[config.mk]
export PLATFORM = sky130hd
export DESIGN_NAME = pb_key_fifo
export DESIGN_NICKNAME = d
export VERILOG_FILES = /design/src/rtl/pb_key_pkg.sv /design/src/rtl/key_fifo.sv /design/src/rtl/pb_key_fifo.sv
export SDC_FILE = /design/constraint.sdc
export NUM_CORES = 1
export LEC_CHECK = 0
export ABC_CLOCK_PERIOD_IN_PS = 6350
export BUFFER_PORTS_ARGS = -buffer_cell sky130_fd_sc_hd__buf_2
export CORE_ASPECT_RATIO = 1.5
export CORE_MARGIN = 2
export CORE_UTILIZATION = 36
export CTS_CLUSTER_SIZE = 24
export DETAILED_ROUTE_END_ITERATION = 10
export PLACE_DENSITY = 0.59
export REMOVE_ABC_BUFFERS = 1
export SYNTH_ARGS = -nofsm -noshare
export SYNTH_HDL_FRONTEND = slang
export SYNTH_SLANG_ARGS = --single-unit
[constraint.sdc]
create_clock -name clk -period 6.35 [get_ports clk]
set_input_delay 1.27 -clock clk [delete_from_list [all_inputs] [get_ports clk]]
set_output_delay 1.27 -clock clk [all_outputs]
set_load 0.005 [all_outputs]
[src/rtl/pb_key_pkg.sv]
`default_nettype none
// ============================================================================
//  Module      : pb_key_pkg
//  Description : Shared types and constants for the pushbutton key FIFO:
//                key code type, debouncer state encoding and the symbolic
//                key codes (hex digits 0..F and five command keys).
//  Revision    : 1.0 - initial release
// ============================================================================
package pb_key_pkg;

    localparam int KEY_W = 5;

    typedef logic [KEY_W-1:0] key_code_t;

    typedef enum logic [1:0] {
        IDLE         = 2'd0,
        PRESS_WAIT   = 2'd1,
        HELD         = 2'd2,
        RELEASE_WAIT = 2'd3
    } db_state_t;

    localparam key_code_t KEY_0    = 5'd0;
    localparam key_code_t KEY_1    = 5'd1;
    localparam key_code_t KEY_2    = 5'd2;
    localparam key_code_t KEY_3    = 5'd3;
    localparam key_code_t KEY_4    = 5'd4;
    localparam key_code_t KEY_5    = 5'd5;
    localparam key_code_t KEY_6    = 5'd6;
    localparam key_code_t KEY_7    = 5'd7;
    localparam key_code_t KEY_8    = 5'd8;
    localparam key_code_t KEY_9    = 5'd9;
    localparam key_code_t KEY_A    = 5'd10;
    localparam key_code_t KEY_B    = 5'd11;
    localparam key_code_t KEY_C    = 5'd12;
    localparam key_code_t KEY_D    = 5'd13;
    localparam key_code_t KEY_E    = 5'd14;
    localparam key_code_t KEY_F    = 5'd15;
    localparam key_code_t KEY_CMD0 = 5'd16;
    localparam key_code_t KEY_CMD1 = 5'd17;
    localparam key_code_t KEY_CMD2 = 5'd18;
    localparam key_code_t KEY_CMD3 = 5'd19;
    localparam key_code_t KEY_CMD4 = 5'd20;

endpackage : pb_key_pkg
`default_nettype wire

[src/rtl/key_fifo.sv]
`default_nettype none
// ============================================================================
//  Module      : key_fifo
//  Description : Small first-word-fall-through FIFO for key codes.
//                The head entry is presented combinationally on pop_data
//                (zero when empty). A push while full is accepted only if a
//                pop happens in the same cycle; a pop while empty is ignored.
//  Ports       : clk, nrst (sync, active-low)
//                push, push_data   - write request and data
//                pop               - consume head (ignored when empty)
//                pop_data          - head entry
//                full, empty       - occupancy flags
//  Revision    : 1.0 - initial release
// ============================================================================
module key_fifo #(
    parameter int FIFO_DEPTH = 4,
    parameter int WIDTH      = 5
) (
    input  logic             clk,
    input  logic             nrst,
    input  logic             push,
    input  logic [WIDTH-1:0] push_data,
    input  logic             pop,
    output logic [WIDTH-1:0] pop_data,
    output logic             full,
    output logic             empty
);

    localparam int PTR_W = $clog2(FIFO_DEPTH);
    localparam int CNT_W = PTR_W + 1;

    logic [WIDTH-1:0] mem [FIFO_DEPTH];
    logic [PTR_W-1:0] wr_ptr;
    logic [PTR_W-1:0] rd_ptr;
    logic [CNT_W-1:0] count;
    logic             push_ok;
    logic             pop_ok;

    assign full  = (count == CNT_W'(FIFO_DEPTH));
    assign empty = (count == '0);

    // A full FIFO still accepts a push when the head is leaving this cycle.
    assign pop_ok  = pop && !empty;
    assign push_ok = push && (!full || pop_ok);

    assign pop_data = empty ? '0 : mem[rd_ptr];

    always_ff @(posedge clk) begin
        if (push_ok) begin
            mem[wr_ptr] <= push_data;
        end
    end

    // Pointers are exactly PTR_W bits wide, so increment wraps modulo depth.
    always_ff @(posedge clk) begin
        if (!nrst) begin
            wr_ptr <= '0;
            rd_ptr <= '0;
            count  <= '0;
        end else begin
            if (push_ok) begin
                wr_ptr <= wr_ptr + 1'b1;
            end
            if (pop_ok) begin
                rd_ptr <= rd_ptr + 1'b1;
            end
            case ({push_ok, pop_ok})
                2'b10:   count <= count + 1'b1;
                2'b01:   count <= count - 1'b1;
                default: count <= count;
            endcase
        end
    end

endmodule : key_fifo
`default_nettype wire

[src/rtl/pb_key_fifo.sv]
`default_nettype none
// ============================================================================
//  Module      : pb_key_fifo
//  Description : Pushbutton conditioning: two-flop synchroniser, debounce
//                FSM with lowest-index priority encoding, and a key-code
//                FIFO with valid/ready handshake and sticky overflow flag.
//  Ports       : clk, nrst (sync, active-low)
//                pb[NUM_PB]   - raw pushbutton levels, 1 = pressed
//                key_code[5]  - FIFO head code (0 when empty)
//                key_valid    - FIFO non-empty
//                key_ready    - consumer accepts head
//                overflow     - sticky, a key was dropped on a full FIFO
//                ovf_clr      - clears overflow (set wins)
//                busy         - debouncer not idle
//  Revision    : 1.0 - initial release
// ============================================================================
module pb_key_fifo
    import pb_key_pkg::*;
#(
    parameter int NUM_PB          = 21,
    parameter int DEBOUNCE_CYCLES = 3,
    parameter int FIFO_DEPTH      = 4
) (
    input  logic              clk,
    input  logic              nrst,
    input  logic [NUM_PB-1:0] pb,
    output logic [4:0]        key_code,
    output logic              key_valid,
    input  logic              key_ready,
    output logic              overflow,
    input  logic              ovf_clr,
    output logic              busy
);

    localparam int CNT_W = $clog2(DEBOUNCE_CYCLES) + 1;
    localparam logic [CNT_W-1:0] CNT_LAST = CNT_W'(DEBOUNCE_CYCLES - 1);

    logic [NUM_PB-1:0] s1;
    logic [NUM_PB-1:0] s2;
    db_state_t         state;
    db_state_t         state_nxt;
    logic [CNT_W-1:0]  cnt;
    logic [CNT_W-1:0]  cnt_nxt;
    key_code_t         code;
    key_code_t         code_nxt;
    key_code_t         enc;
    logic              push;
    logic              fifo_full;
    logic              fifo_empty;

    // Two-flop synchroniser; only s2 is seen by the debouncer.
    always_ff @(posedge clk) begin
        if (!nrst) begin
            s1 <= '0;
            s2 <= '0;
        end else begin
            s1 <= pb;
            s2 <= s1;
        end
    end

    // Lowest set index wins: scan from the top so the last hit is the lowest.
    always_comb begin
        enc = '0;
        for (int i = NUM_PB - 1; i >= 0; i--) begin
            if (s2[i]) begin
                enc = key_code_t'(i);
            end
        end
    end

    always_ff @(posedge clk) begin
        if (!nrst) begin
            state <= IDLE;
            cnt   <= '0;
            code  <= '0;
        end else begin
            state <= state_nxt;
            cnt   <= cnt_nxt;
            code  <= code_nxt;
        end
    end

    always_comb begin
        state_nxt = state;
        cnt_nxt   = cnt;
        code_nxt  = code;
        push      = 1'b0;
        case (state)
            IDLE: begin
                if (|s2) begin
                    code_nxt  = enc;
                    cnt_nxt   = CNT_W'(1);
                    state_nxt = PRESS_WAIT;
                end
            end
            PRESS_WAIT: begin
                // Only the captured button matters; others are ignored.
                if (!s2[code]) begin
                    state_nxt = IDLE;
                end else if (cnt == CNT_LAST) begin
                    push      = 1'b1;
                    state_nxt = HELD;
                end else begin
                    cnt_nxt = cnt + 1'b1;
                end
            end
            HELD: begin
                if (s2 == '0) begin
                    cnt_nxt   = CNT_W'(1);
                    state_nxt = RELEASE_WAIT;
                end
            end
            RELEASE_WAIT: begin
                if (|s2) begin
                    state_nxt = HELD;
                end else if (cnt == CNT_LAST) begin
                    state_nxt = IDLE;
                end else begin
                    cnt_nxt = cnt + 1'b1;
                end
            end
            default: begin
                state_nxt = IDLE;
            end
        endcase
    end

    assign busy = (state != IDLE);

    key_fifo #(
        .FIFO_DEPTH (FIFO_DEPTH),
        .WIDTH      (KEY_W)
    ) u_key_fifo (
        .clk       (clk),
        .nrst      (nrst),
        .push      (push),
        .push_data (code),
        .pop       (key_ready),
        .pop_data  (key_code),
        .full      (fifo_full),
        .empty     (fifo_empty)
    );

    assign key_valid = !fifo_empty;

    // A push is dropped only when full and the head is not leaving.
    always_ff @(posedge clk) begin
        if (!nrst) begin
            overflow <= 1'b0;
        end else if (push && fifo_full && !key_ready) begin
            overflow <= 1'b1;
        end else if (ovf_clr) begin
            overflow <= 1'b0;
        end
    end

endmodule : pb_key_fifo
`default_nettype wire

==> results_dict.tcl, run 1 <==
set metrics [dict create \
    fin_util_pct 42.90 \
    die_x_um 82.05 \
    drc 0 \
    status "finished, final reports clean" \
    whs_ns 0.4295 \
    multiInputGateArea_um2 1329 \
    min_period_ns 3.078 \
    path_cells "mux2i_1 > mux4_2 > nor3b_4 > a211oi_1 > nand4_1 > nand3_1 > fa_1 > nand3b_1 > o31ai_2" \
    fill_cells 826 \
    finalCritPeriodShare_pct 48.47 \
    synthXorXnorAreaFrac_pct 1.331 \
    cp_slowest_stage_delay_ns 0.65 \
    synth_edf_count 20 \
    cp_slowest_cell "dfxtp_1" \
    synth.ff_latch_count 82 \
    synth_area_per_cell_um2 11.19 \
    yosys_warnings 0 \
    grtUsageTotal_pct 12.84 \
    wl_per_cell_um 12.43 \
    path_class "reg2reg" \
    cellLeakagePower_nw 1.471 \
    ir_worst_vdd_mv 0.1446 \
    fin_nets 357 \
    syn_inst 294 \
    path_buf_inv 0 \
    critPathArrivalTime_ns 3.33 \
    start_util_pct 37.04 \
    slew_viol_final 0 \
    drtAntennaViolNets 0 \
    synth_top_family_by_area "simple AND/OR/NAND/NOR gates" \
    met3_usage_pct 2.827 \
    use_met1_pct 13.47 \
    vias_per_cell 4.813 \
    syn_to_final_growth_pct 15.82 \
    hold_violations 0 \
    drive_gt1_share_pct 18.84 \
    place_congestion 0.8090 \
    drt_iter0_drc 90 \
    rsz0062_at_grt "false" \
    post_cts_buffers 0 \
    seqCellArea_um2 1842 \
    crit_fanout 15 \
    clockBufferDepth 2 \
    use_met2_pct 21.75 \
    synth-adder-area-share_pct 2.891 \
    clk_latency_ns 0.33 \
    grt_pass1_wl_um 9363 \
    cts_hold_buf 0 \
    h-tree-depth 3 \
    cts_sinks 82 \
    yosysTopAreaCell "dfxtp_1" \
    synth_seq_area_share_pct 55.99 \
    cts_root_buf "clkbuf_16" \
    p_per_area_nw_per_um2 326.3 \
    drtPass1Iterations 4 \
    grt_overflow 0 \
    design.core.area_um2 8881 \
    worstSetupEndpointType "flop" \
    cts_tree "done" \
    placed_cell_area_um2 3532 \
    final_common_cell "dfxtp_1" \
    yosysUniqueCellTypes 46 \
    fmaxAchievable_ghz 0.3249 \
    worst_pin_slew_ns 0.6519 \
    synth.mux.area_fraction_pct 7.950 \
    start_kind "flop" \
    row_count 42 \
    maxSlewHeadroom_pct 56.14 \
    synth_compound_area_share_pct 8.825 \
    ys.flop_type "dfxtp_1" \
    final_cell_mix "62 x dfxtp_1, 49 x and2_1, 32 x buf_2" \
    antenna_found_initial 0 \
    async_flop_share_pct 0 \
    grt_pass1_vias 2028 \
    maxCapViolCount 0 \
    synth_area_um2 3289 \
    cp_top_family "simple AND/OR/NAND/NOR gates" \
    setup_violations 0 \
    dp.final_hpwl_um 3842 \
    min_path_type "reg2reg" \
    die_area_um2 9934 \
    diodes 0 \
    ys_top_cells_by_area "dfxtp_1 38%, edfxtp_1 18%, and2_1 9.3%" \
    grt_max_degree 51 \
    vias 2113 \
    total_power_mw 1.243 \
    routed_wl_um 5456 \
    die_h_um 121.1 \
    clkTransAtPathRegs_ns 0.06 \
    setup_tns_ns 0 \
    final_area_um2 3810 \
    cts_buffers 9 \
    busiest_layer "met2" \
    ios 33 \
    port_buffers 32 \
    synth-simple-area-share_pct 19.40 \
    required_ns 6.60 \
    synth_top_area_share_pct 37.73 \
    clock_skew_ns 0.005000 \
    cts_resized 0 \
]
worst paths after layout:
check / start / to / slack (ns) / depth (start not counted)
hold / removal: s1[12]$_SDFF_PN0_ / s2[12]$_SDFF_PN0_ / 0.43 / 1
setup / recovery: code[1]$_SDFFE_PN0P_ / u_key_fifo.count[1]$_SDFFE_PN0P_ / 3.27 / 9
hold reg to reg: s1[12]$_SDFF_PN0_ / s2[12]$_SDFF_PN0_ / 0.43 / 1
setup reg to reg: code[1]$_SDFFE_PN0P_ / u_key_fifo.count[1]$_SDFFE_PN0P_ / 3.27 / 9
per-stage QoR:
step	setup slack, ns	instances
after floorplan	3.585	282
after global placement	3.346	424
after detailed placement	3.263	424
after CTS	3.249	439
after global routing	2.985	439
final	3.272	439
metal layers:
metal | wire [um] | vias to the layer above
met1 | 2116 | 982
met3 | 159 | 13
met4 | 168 | 0
met5 | 0 | -
li1 | - | 1083
met2 | 3011 | 35
sequential cells by signal, summed over array words and instances (netlist names), named ones only:
register / flops
overflow: 1
s1: 21
state: 2
u_key_fifo.wr_ptr: 2
cnt: 3
u_key_fifo.count: 3
u_key_fifo.rd_ptr: 2
u_key_fifo.mem: 20
code: 5
s2: 21
cell type report:
cell class	count	share of cell area, %
flip-flops and latches	82	48.34
multi-input cells	183	34.88
clock buffers	11	6.634
repair buffers	32	4.204
well taps	110	3.612
inverters	17	1.675
clock inverters	4	0.6568
kinds of logic after synthesis:
kind of cell	after synthesis
simple gates	112
flops	82
compound gates	42
buf+inv	29
mux	17
fa+ha+maj	7
xor+xnor	5
synth_stat cells, types with 2 or more instances:
master / instances
dfxtp_1: 62
and2_1: 49
nor2_1: 23
edfxtp_1: 20
inv_1: 17
a21oi_1: 14
mux2i_1: 10
o21ai_0: 10
clkbuf_1: 9
nand2_1: 9
ha_1: 6
mux4_2: 6
and3_2: 4
nand2b_1: 4
nand3_1: 4
nor3_1: 4
nor4_1: 4
a211oi_1: 3
nand4_1: 3
xor2_1: 3
buf_2: 2
nand3b_1: 2
o31ai_1: 2
xnor2_1: 2
power by group:
part	internal (mW)	switching (mW)	leakage, nW
registers	0.566	0.0346	0.694
clock network	0.283	0.186	0.142
logic	0.0893	0.0838	0.635
worst register-to-register path: stages (launching register included):
cell and delay [ns]:
dfxtp_1 0.65, mux2i_1 0.15, mux4_2 0.50, nor3b_4 0.18, a211oi_1 0.49, nand4_1 0.23
nand3_1 0.15, fa_1 0.41, nand3b_1 0.18, o31ai_2 0.08
No activity file was read; power rests on OpenSTA's default activity.
==> inputs of run 2 (changes only) <==
- ABC_CLOCK_PERIOD_IN_PS: 6350 -> 3000
- clock period: 6.35 -> 3 ns (I/O delays scaled with it)
==> results_dict.tcl, run 2 (synthesized netlist as in run 1, its figures left out) <==
set metrics [dict create \
    status "finished, final reports clean" \
    cellLeakagePower_nw 1.515 \
    cp-startpoint "code[0]$_SDFFE_PN0P_" \
    p_per_area_nw_per_um2 712.3 \
    setup_tns_ns 0 \
    clockBufferDepth 2 \
    grt_overflow 0 \
    cts_hold_buf 0 \
    rsz0062_at_grt "false" \
    crit_top_cell "mux2i_1" \
    die_area_um2 9934 \
    syn_to_final_growth_pct 18.33 \
    grtUsageTotal_pct 13.01 \
    place_congestion 0.7962 \
    critPathArrivalTime_ns 2.92 \
    cp_slowest_cell "dfxtp_1" \
    cts_sinks 82 \
    path_buf_inv 1 \
    min_path_type "reg2reg" \
    die_x_um 82.05 \
    final_common_cell "dfxtp_1" \
    seqCellArea_um2 1843 \
    start_util_pct 37.04 \
    cts_tree "done" \
    r2r-start "code[0]$_SDFFE_PN0P_" \
    fin_util_pct 43.83 \
    placed_cell_area_um2 3577 \
    path_depth 12 \
    reg2reg_depth 12 \
    drc 0 \
    cts_root_buf "clkbuf_16" \
    dp_slack_ns 0.06273 \
    dp.final_hpwl_um 3977 \
    clkTransAtPathRegs_ns 0.06 \
    path_class "reg2reg" \
    ios 33 \
    worst_pin_slew_ns 0.6505 \
    die_h_um 121.1 \
    cp_slowest_stage_delay_ns 0.57 \
    port_buffers 32 \
    drtPass1Iterations 4 \
    design.core.area_um2 8881 \
    setup_violations 0 \
    cts_buffers 9 \
    routed_wl_um 5485 \
    grt_pass1_wl_um 9418 \
    vias_per_cell 4.787 \
    min_period_ns 2.716 \
    top_regs "s1: 21 flops, s2: 21 flops, u_key_fifo.mem: 20 flops" \
    fill_cells 872 \
    clock_skew_ns 0.008874 \
    cp_top_family "flip-flops" \
    drive_gt1_share_pct 20.54 \
    maxCapViolCount 0 \
    antenna_found_initial 0 \
    row_count 42 \
    start_kind "flop" \
    drtAntennaViolNets 0 \
    wl_per_cell_um 12.30 \
    fmaxAchievable_ghz 0.3682 \
    clk_latency_ns 0.33 \
    crit_fanout 12 \
    hold_violations 0 \
    diodes 0 \
    dp_cells 430 \
    ir_worst_vdd_mv 0.3757 \
    whs_path_depth 1 \
    finalNonFillerCells 446 \
    drt_iter0_drc 86 \
    slew_viol_final 0 \
    grt_max_degree 50 \
    hp-start "s1[17]$_SDFF_PN0_" \
    fin_nets 363 \
    multiInputGateArea_um2 1329 \
    final_area_um2 3892 \
    setup_ws_ns 0.2837 \
    maxSlewHeadroom_pct 56.23 \
    vias 2135 \
    worstSetupEndpointType "flop" \
    path_cells "mux2i_1 > a41oi_1 > o21ai_1 > a211oi_1 > buf_4 > nand4_1 > nand3_1 > fa_1 > and3_1 > mux2i_1 > xor2_1 > nor2_1" \
    finalCritPeriodShare_pct 90.54 \
    final_cell_mix "61 x dfxtp_1, 49 x and2_1, 32 x buf_2" \
    grt_pass1_vias 2076 \
    required_ns 3.20 \
    h-tree-depth 3 \
]
run 2: changes by cell type in the layout (fill, tap and decap cells not counted), sizes merged:
cell,change
inv,-1
clkbuf,+2
buf,+6
bufinv,+1
clkinv,-1
run 2: repair_timing:
item / in CTS / in global routing
endpoints found under the hold margin: 0 / 0
gates resized for setup: 0 / 2
setup endpoints to repair: 0 / 1
setup buffers: 0 / 0
run 2: power by group:
part,switching [mW],leakage (nW),internal [mW],total (mW)
Combinational,0.189,0.664,0.201,0.390
Clock,0.407,0.156,0.714,1.12
Sequential,0.0646,0.694,1.20,1.26
run 2: worst register-to-register path, stage by stage (launching register included):
cell and delay (ns):
dfxtp_1 0.57, mux2i_1 0.25, a41oi_1 0.13, o21ai_1 0.19, a211oi_1 0.15, buf_4 0.17
nand4_1 0.10, nand3_1 0.10, fa_1 0.39, and3_1 0.18, mux2i_1 0.15, xor2_1 0.16
nor2_1 0.05
run 2: per-stage QoR:
stage | hold slack, ns | total power, mW
global route | 0.4453 | 2.924
global placement | 0.4180 | 1.675
finish | 0.4270 | 2.772
floorplan | 0.4118 | 1.540
CTS | 0.4304 | 2.813
detailed placement | 0.4169 | 1.683
run 2: layout make-up:
cell class                      count  share of cell area [%]
Clock buffer                       13                   6.943
Tap cell                          110                   3.536
Multi-Input combinational cell    183                   34.14
Inverter                           17                   1.639
Sequential cell                    82                   47.35
Timing Repair Buffer               38                   5.272
Clock inverter                      3                   1.125
run 2: final timing paths:
check / to / slack (ns)
worst max-delay path: u_key_fifo.count[2]$_SDFFE_PN0P_ / 0.28
worst min-delay path: s2[17]$_SDFF_PN0_ / 0.43
worst max register to register: u_key_fifo.count[2]$_SDFFE_PN0P_ / 0.28
worst min register to register: s2[17]$_SDFF_PN0_ / 0.43
run 2: layer usage:
layer / vias to the layer above / track usage, % / wire, um
met5: - / 0 / 0
met4: 0 / 10.31 / 221
met3: 14 / 3.869 / 180
met2: 38 / 21.95 / 2951
met1: 984 / 12.76 / 2131
li1: 1099 / - / -
